==> config.mk <==
export PLATFORM = sky130hd
export DESIGN_NAME = booth_div_seq
export DESIGN_NICKNAME = d
export VERILOG_FILES = /design/src/rtl/booth_arith_pkg.sv /design/src/rtl/div_sub_stage.sv /design/src/rtl/booth_div_seq.sv
export SDC_FILE = /design/constraint.sdc
export NUM_CORES = 1
export LEC_CHECK = 0
export BUFFER_PORTS_ARGS = -buffer_cell sky130_fd_sc_hd__buf_2
export CORE_MARGIN = 5
export CORE_UTILIZATION = 60
export DETAILED_ROUTE_END_ITERATION = 12
export GPL_TIMING_DRIVEN = 0
export PLACE_DENSITY = 0.77
export SYNTH_ARGS = -nofsm -noshare
export SYNTH_HDL_FRONTEND = slang
export SYNTH_SLANG_ARGS = --single-unit
==> constraint.sdc <==
create_clock -name Clock -period 2.93 [get_ports Clock]
set_input_delay 0.293 -clock Clock [delete_from_list [all_inputs] [get_ports Clock]]
set_output_delay 0.293 -clock Clock [all_outputs]
set_load 0.05 [all_outputs]
==> src/rtl/booth_arith_pkg.sv <==
// Shared definitions for the Booth multiply/divide arithmetic blocks:
// sequencer state encoding and the iteration-counter width helper.
package booth_arith_pkg;

  localparam logic [2:0] ST_IDLE = 3'd0;
  localparam logic [2:0] ST_LOAD = 3'd1;
  localparam logic [2:0] ST_ITER = 3'd2;
  localparam logic [2:0] ST_FIX  = 3'd3;
  localparam logic [2:0] ST_DONE = 3'd4;

  typedef enum logic [2:0] {
    S_IDLE = ST_IDLE,
    S_LOAD = ST_LOAD,
    S_ITER = ST_ITER,
    S_FIX  = ST_FIX,
    S_DONE = ST_DONE
  } div_state_e;

  // Bits needed to hold an iteration count from 0 up to w inclusive.
  function automatic int ctr_width(input int w);
    return $clog2(w + 1);
  endfunction

endpackage

==> src/rtl/div_sub_stage.sv <==
// Trial subtraction for one restoring-division step: t = a - b and
// ge = (a >= b), both operands treated as unsigned.
module div_sub_stage #(
  parameter int W = 16
) (
  input  logic [W:0] a,
  input  logic [W:0] b,
  output logic [W:0] t,
  output logic       ge
);

  logic [W+1:0] diff_s;

  // One extra bit on top so the borrow lands in the MSB.
  always_comb begin
    diff_s = {1'b0, a} - {1'b0, b};
    t      = diff_s[W:0];
    ge     = ~diff_s[W+1];
  end

endmodule

==> src/rtl/booth_div_seq.sv <==
// Sequential signed divider: restoring division on operand magnitudes,
// then sign correction (quotient truncates toward zero, remainder follows N).
module booth_div_seq
  import booth_arith_pkg::*;
#(
  parameter int W = 16
) (
  input  logic         Clock,
  input  logic         Reset_n,
  input  logic         Start,
  input  logic [W-1:0] N,
  input  logic [W-1:0] D,
  output logic [W-1:0] Q,
  output logic [W-1:0] R,
  output logic         Busy,
  output logic         Done,
  output logic         DivZero,
  output logic         Ovf
);

  localparam int             CW       = ctr_width(W);
  localparam logic [CW-1:0]  CTR_INIT = CW'(W);
  localparam logic [CW-1:0]  CTR_ONE  = {{(CW-1){1'b0}}, 1'b1};
  localparam logic [W-1:0]   ZERO_W   = {W{1'b0}};
  localparam logic [W-1:0]   ONE_W    = {{(W-1){1'b0}}, 1'b1};
  localparam logic [W-1:0]   ONES_W   = {W{1'b1}};
  localparam logic [W-1:0]   MIN_NEG  = {1'b1, {(W-1){1'b0}}};

  div_state_e    state_r, state_nx_s;
  logic [W-1:0]  a_r, b_r, n_r;
  logic [W:0]    p_r;
  logic [CW-1:0] ctr_r;
  logic          sgn_q_r, sgn_rem_r, zero_r, ovf_r;
  logic [W-1:0]  q_r, r_r;
  logic          div_zero_r, ovf_out_r, busy_r, done_r;

  logic [W-1:0]  abs_n_s, abs_d_s, q_fix_s, r_fix_s;
  logic [W:0]    p_sh_s, t_s;
  logic          ge_s, take_s;

  assign p_sh_s = {p_r[W-1:0], a_r[W-1]};
  // A bit shifted out of P means the shifted value already exceeds any divisor.
  assign take_s = ge_s | p_r[W];

  div_sub_stage #(.W(W)) u_sub (
    .a  (p_sh_s),
    .b  ({1'b0, b_r}),
    .t  (t_s),
    .ge (ge_s)
  );

  // Operand magnitudes; |-2^(W-1)| is exact as an unsigned W-bit value.
  always_comb begin
    abs_n_s = N;
    abs_d_s = D;
    if (N[W-1]) abs_n_s = ~N + ONE_W;
    else        abs_n_s = N;
    if (D[W-1]) abs_d_s = ~D + ONE_W;
    else        abs_d_s = D;
  end

  // Signed results with divide-by-zero and overflow overrides.
  always_comb begin
    q_fix_s = a_r;
    r_fix_s = p_r[W-1:0];
    if (zero_r) begin
      q_fix_s = ONES_W;
      r_fix_s = n_r;
    end else if (ovf_r) begin
      q_fix_s = MIN_NEG;
      r_fix_s = ZERO_W;
    end else begin
      if (sgn_q_r)   q_fix_s = ~a_r + ONE_W;
      else           q_fix_s = a_r;
      if (sgn_rem_r) r_fix_s = ~p_r[W-1:0] + ONE_W;
      else           r_fix_s = p_r[W-1:0];
    end
  end

  // Next-state logic.
  always_comb begin
    state_nx_s = state_r;
    case (state_r)
      S_IDLE: begin
        if (Start) state_nx_s = S_LOAD;
        else       state_nx_s = S_IDLE;
      end
      S_LOAD: state_nx_s = S_ITER;
      S_ITER: begin
        if (ctr_r == CTR_ONE) state_nx_s = S_FIX;
        else                  state_nx_s = S_ITER;
      end
      S_FIX:   state_nx_s = S_DONE;
      S_DONE:  state_nx_s = S_IDLE;
      default: state_nx_s = S_IDLE;
    endcase
  end

  // State register.
  always_ff @(posedge Clock or negedge Reset_n) begin
    if (!Reset_n) state_r <= S_IDLE;
    else          state_r <= state_nx_s;
  end

  // Operand latch and one-bit-per-cycle restoring iteration.
  always_ff @(posedge Clock or negedge Reset_n) begin
    if (!Reset_n) begin
      a_r       <= ZERO_W;
      b_r       <= ZERO_W;
      n_r       <= ZERO_W;
      p_r       <= {1'b0, ZERO_W};
      ctr_r     <= {CW{1'b0}};
      sgn_q_r   <= 1'b0;
      sgn_rem_r <= 1'b0;
      zero_r    <= 1'b0;
      ovf_r     <= 1'b0;
    end else begin
      case (state_r)
        S_LOAD: begin
          a_r       <= abs_n_s;
          b_r       <= abs_d_s;
          n_r       <= N;
          p_r       <= {1'b0, ZERO_W};
          ctr_r     <= CTR_INIT;
          sgn_q_r   <= N[W-1] ^ D[W-1];
          sgn_rem_r <= N[W-1];
          zero_r    <= (D == ZERO_W);
          ovf_r     <= (N == MIN_NEG) && (D == ONES_W);
        end
        S_ITER: begin
          a_r   <= {a_r[W-2:0], take_s};
          p_r   <= take_s ? t_s : p_sh_s;
          ctr_r <= ctr_r - CTR_ONE;
        end
        default: ctr_r <= ctr_r;
      endcase
    end
  end

  // Registered results, held until the next Fix; status follows next state.
  always_ff @(posedge Clock or negedge Reset_n) begin
    if (!Reset_n) begin
      q_r        <= ZERO_W;
      r_r        <= ZERO_W;
      div_zero_r <= 1'b0;
      ovf_out_r  <= 1'b0;
      busy_r     <= 1'b0;
      done_r     <= 1'b0;
    end else begin
      if (state_r == S_FIX) begin
        q_r        <= q_fix_s;
        r_r        <= r_fix_s;
        div_zero_r <= zero_r;
        ovf_out_r  <= ovf_r & ~zero_r;
      end
      busy_r <= (state_nx_s == S_LOAD) || (state_nx_s == S_ITER) ||
                (state_nx_s == S_FIX);
      done_r <= (state_nx_s == S_DONE);
    end
  end

  assign Q       = q_r;
  assign R       = r_r;
  assign Busy    = busy_r;
  assign Done    = done_r;
  assign DivZero = div_zero_r;
  assign Ovf     = ovf_out_r;

endmodule

==> impl_metrics.yaml <==
routing:
  dr.pass1.iters: 5
  wl_mm: 19.1
  top_layer: "met4"
  avgViaCountPerCell: 6.26
  vias: 6199
  wire_per_inst_um: 19.3
  final_antenna_net_count: 0
  route.detailed.drc: 0
  met3_length_mm: 1.51
  wl_met1_mm: 8.05
  wl_met2_mm: 9.05
  drtIter0Drc: 678
placement:
  portBuffers: 69
  dp_hpwl_mm: 14.4
  gp_congestion: 0.965
final_layout:
  antenna_cells: 0
  utilization_pct: 69.3
  layout_commonest_cell: "nand2_1"
  nets: 905
  layout_common_cells: "nand2_1, dfrtp_1, buf_2"
  syn_to_final_growth_pct: 12.7
  drive_gt1_share_pct: 12.8
setup_path:
  required_ps: 3150
  crit_buf_inv: 2
  crit_family: "compound AO/OA/AOI/OAI gates"
  crit_path_top_delay_cell: "dfrtp_1"
  regToRegStartpoint: "p_r[3]"
  cp.arrival_ps: 2940
  rr_endpoint: "p_r[2]"
  critPathLaunchType: "flop"
  crit_chain: "ha_1, o211ai_1, a21oi_1, o31ai_2, a2111oi_2, buf_2, buf_4, o211ai_1, o311ai_0"
  max_stage_delay_ps: 480
  critPathKind: "reg2reg"
  r2r_slack_ps: 220
  crit_top_cell: "o211ai_1"
  cp_max_fo: 10
  endpoint_kind: "flop"
  rr_worst_depth: 9
global_routing:
  grt-ovfl-total: 0
  grt_usage_pct: 30.1
  grt_max_degree: 69
  grt_pass1_wl_mm: 31.6
  grt_pass1_vias: 6078
  antenna_found_initial: 0
floorplanning:
  die_w_um: 116
  core_area_sq_um: 10900
  initial_core_util_pct: 61.5
  dieArea_sq_um: 13400
  io_pins: 71
  rows: 38
  die_y_um: 116
timing:
  hold_viol_final: 0
  rsz0062_at_grt: "no"
  clock_skew_ps: 10.6
  min_period_over_period_pct: 92.7
  slew_headroom_pct: 55.9
  maxSlewViolCount: 0
  fin_setup_tns_ps: 0
  max_freq_mhz: 368
  finalCriticalPeriod_ps: 2710
  worstMarginPinSlew_ps: 653
  setup_viol: 0
min_path:
  hold_end: "n_r[11]"
  min-delay-start: "N[11]"
  hp-class: "in2reg"
  hold_depth: 3
clock_network:
  htreeDepth: 3
  clkSinkCount: 112
  clock_latency_ps: 360
  cts-buffers-inserted: 9
  cts.path.max_buffers: 2
  post_cts_buffers: 0
  clk_pin_slew_ps: 70
  cts-root-buf: "clkbuf_16"
  cts_tree: "yes"
synth:
  synth-compound-area-share_pct: 22.7
  synth.avg_cell_area_sq_um: 8.80
  synth_xor_xnor_area_share_pct: 8.60
  ys_seq_elements: 112
  synth_edf_count: 0
  synth_fa_ha_area_share_pct: 4.58
  synth_top_family_by_area: "compound AO/OA/AOI/OAI gates"
  yosysSeqAreaShare_pct: 41.7
  netlist_instances: 764
  async_flop_share_pct: 100
  synthMuxAreaShare_pct: 0.298
  syn-cell-area_sq_um: 6730
  syn-num-nets: 823
  ys_types: 61
  yosysWarnings: 0
  synthFlopType: "dfrtp_1"
  yosys.area_share.simple_pct: 17.7
power_and_ir_drop:
  p_per_area_nw_per_um2: 1300
  p_leak_nw: 3.40
  ir_drop_mv: 0.935
outcome:
  status: "finished, final reports clean"
run:
  cap_violations: 0
## registers in the layout, summed over array words and instances (netlist names)
register and count:
n_r 16, Busy 1, b_r 16, zero_r 1, ovf_r 1, Done 1
p_r 17, Q 16, ctr_r 5, Ovf 1, sgn_q_r 1, state_r 3
a_r 16, R 16, DivZero 1
## Yosys cell counts, drive strengths merged, types with 10 or more instances
cell / count / area (sq um)
a21oi: 30 / 150
a221oi: 12 / 105
a22oi: 15 / 113
clkbuf: 34 / 128
dfrtp: 112 / 2800
ha: 23 / 288
inv: 34 / 128
nand2: 132 / 495
nor2: 53 / 199
nor3: 10 / 50.1
o211ai: 18 / 135
o21ai: 74 / 370
o31ai: 24 / 213
or3: 14 / 98.9
xnor2: 25 / 219
xor2: 41 / 359
## report_power, final
part / total, mW / internal, mW / switching [mW]
sequential: 2.95 / 2.26 / 0.689
clock: 1.17 / 0.578 / 0.588
combinational: 5.71 / 1.98 / 3.73
total: 9.83 / 4.82 / 5.01
## cell type report
| cell class | instances | area, sq um |
|---|---|---|
| buffer | 41 | 165 |
| clock buffer | 9 | 225 |
| clock inverter | 6 | 43.8 |
| fill | 904 | 3360 |
| inverter | 35 | 131 |
| multi-input combinational | 576 | 3650 |
| sequential | 112 | 2800 |
| tap | 140 | 175 |
| timing repair buffer | 71 | 385 |
## logic make-up after synthesis
family / after synthesis
xor gates and xnor gates: 66
buffers and inverters: 76
muxes: 2
adders and majority gates: 24
AOI/OAI and AO/OA: 224
and+or+nand+nor: 260
DFF: 112
## worst min-delay path: stages
cell	delay [ps]
buf_2	130
nand2_1	60
nand2_1	40
## metrics by stage
step / instances / hold slack (ps) / cell area, sq um / power (mW) / setup slack, ps
6_report: 990 / 202 / 7580 / 9.83 / 215
5_1_grt: 990 / 207 / 7580 / 10.6 / 69.8
4_1_cts: 990 / 187 / 7560 / 9.71 / 177
3_5_place_dp: 974 / 341 / 7280 / 8.53 / -60.0
3_3_place_gp: 973 / 445 / 7250 / 8.34 / -58.8
2_1_floorplan: 764 / -2.59 / 6730 / 7.02 / 421
## repair_timing
item | in CTS | in global routing
setup endpoints to repair | 3 | 4
endpoints found under the hold margin | 44 | 0
resized for setup | 1 | 3
hold buffers | 1 | 0
cloned | 0 | 0
## routing by layer
layer | track usage (%) | vias to the layer above
li1 | - | 2891
met2 | 48.4 | 287
met4 | 9.98 | 0
met5 | 0 | -
met3 | 5.38 | 43
met1 | 41.7 | 2978
## worst max-delay path by stage
stage / slack (ps) / from / end / cells past startpoint
global route: 70 / p_r[7] / p_r[16] / 9
detailed placement: -60 / a_r[15] / p_r[14] / 10
CTS: 180 / p_r[5] / p_r[2] / 8
finish: 220 / p_r[3] / p_r[2] / 9
floorplan: 420 / a_r[15] / p_r[14] / 10
global placement: -60 / a_r[15] / p_r[14] / 10
Note: power is estimated with default switching activity, not from simulation.
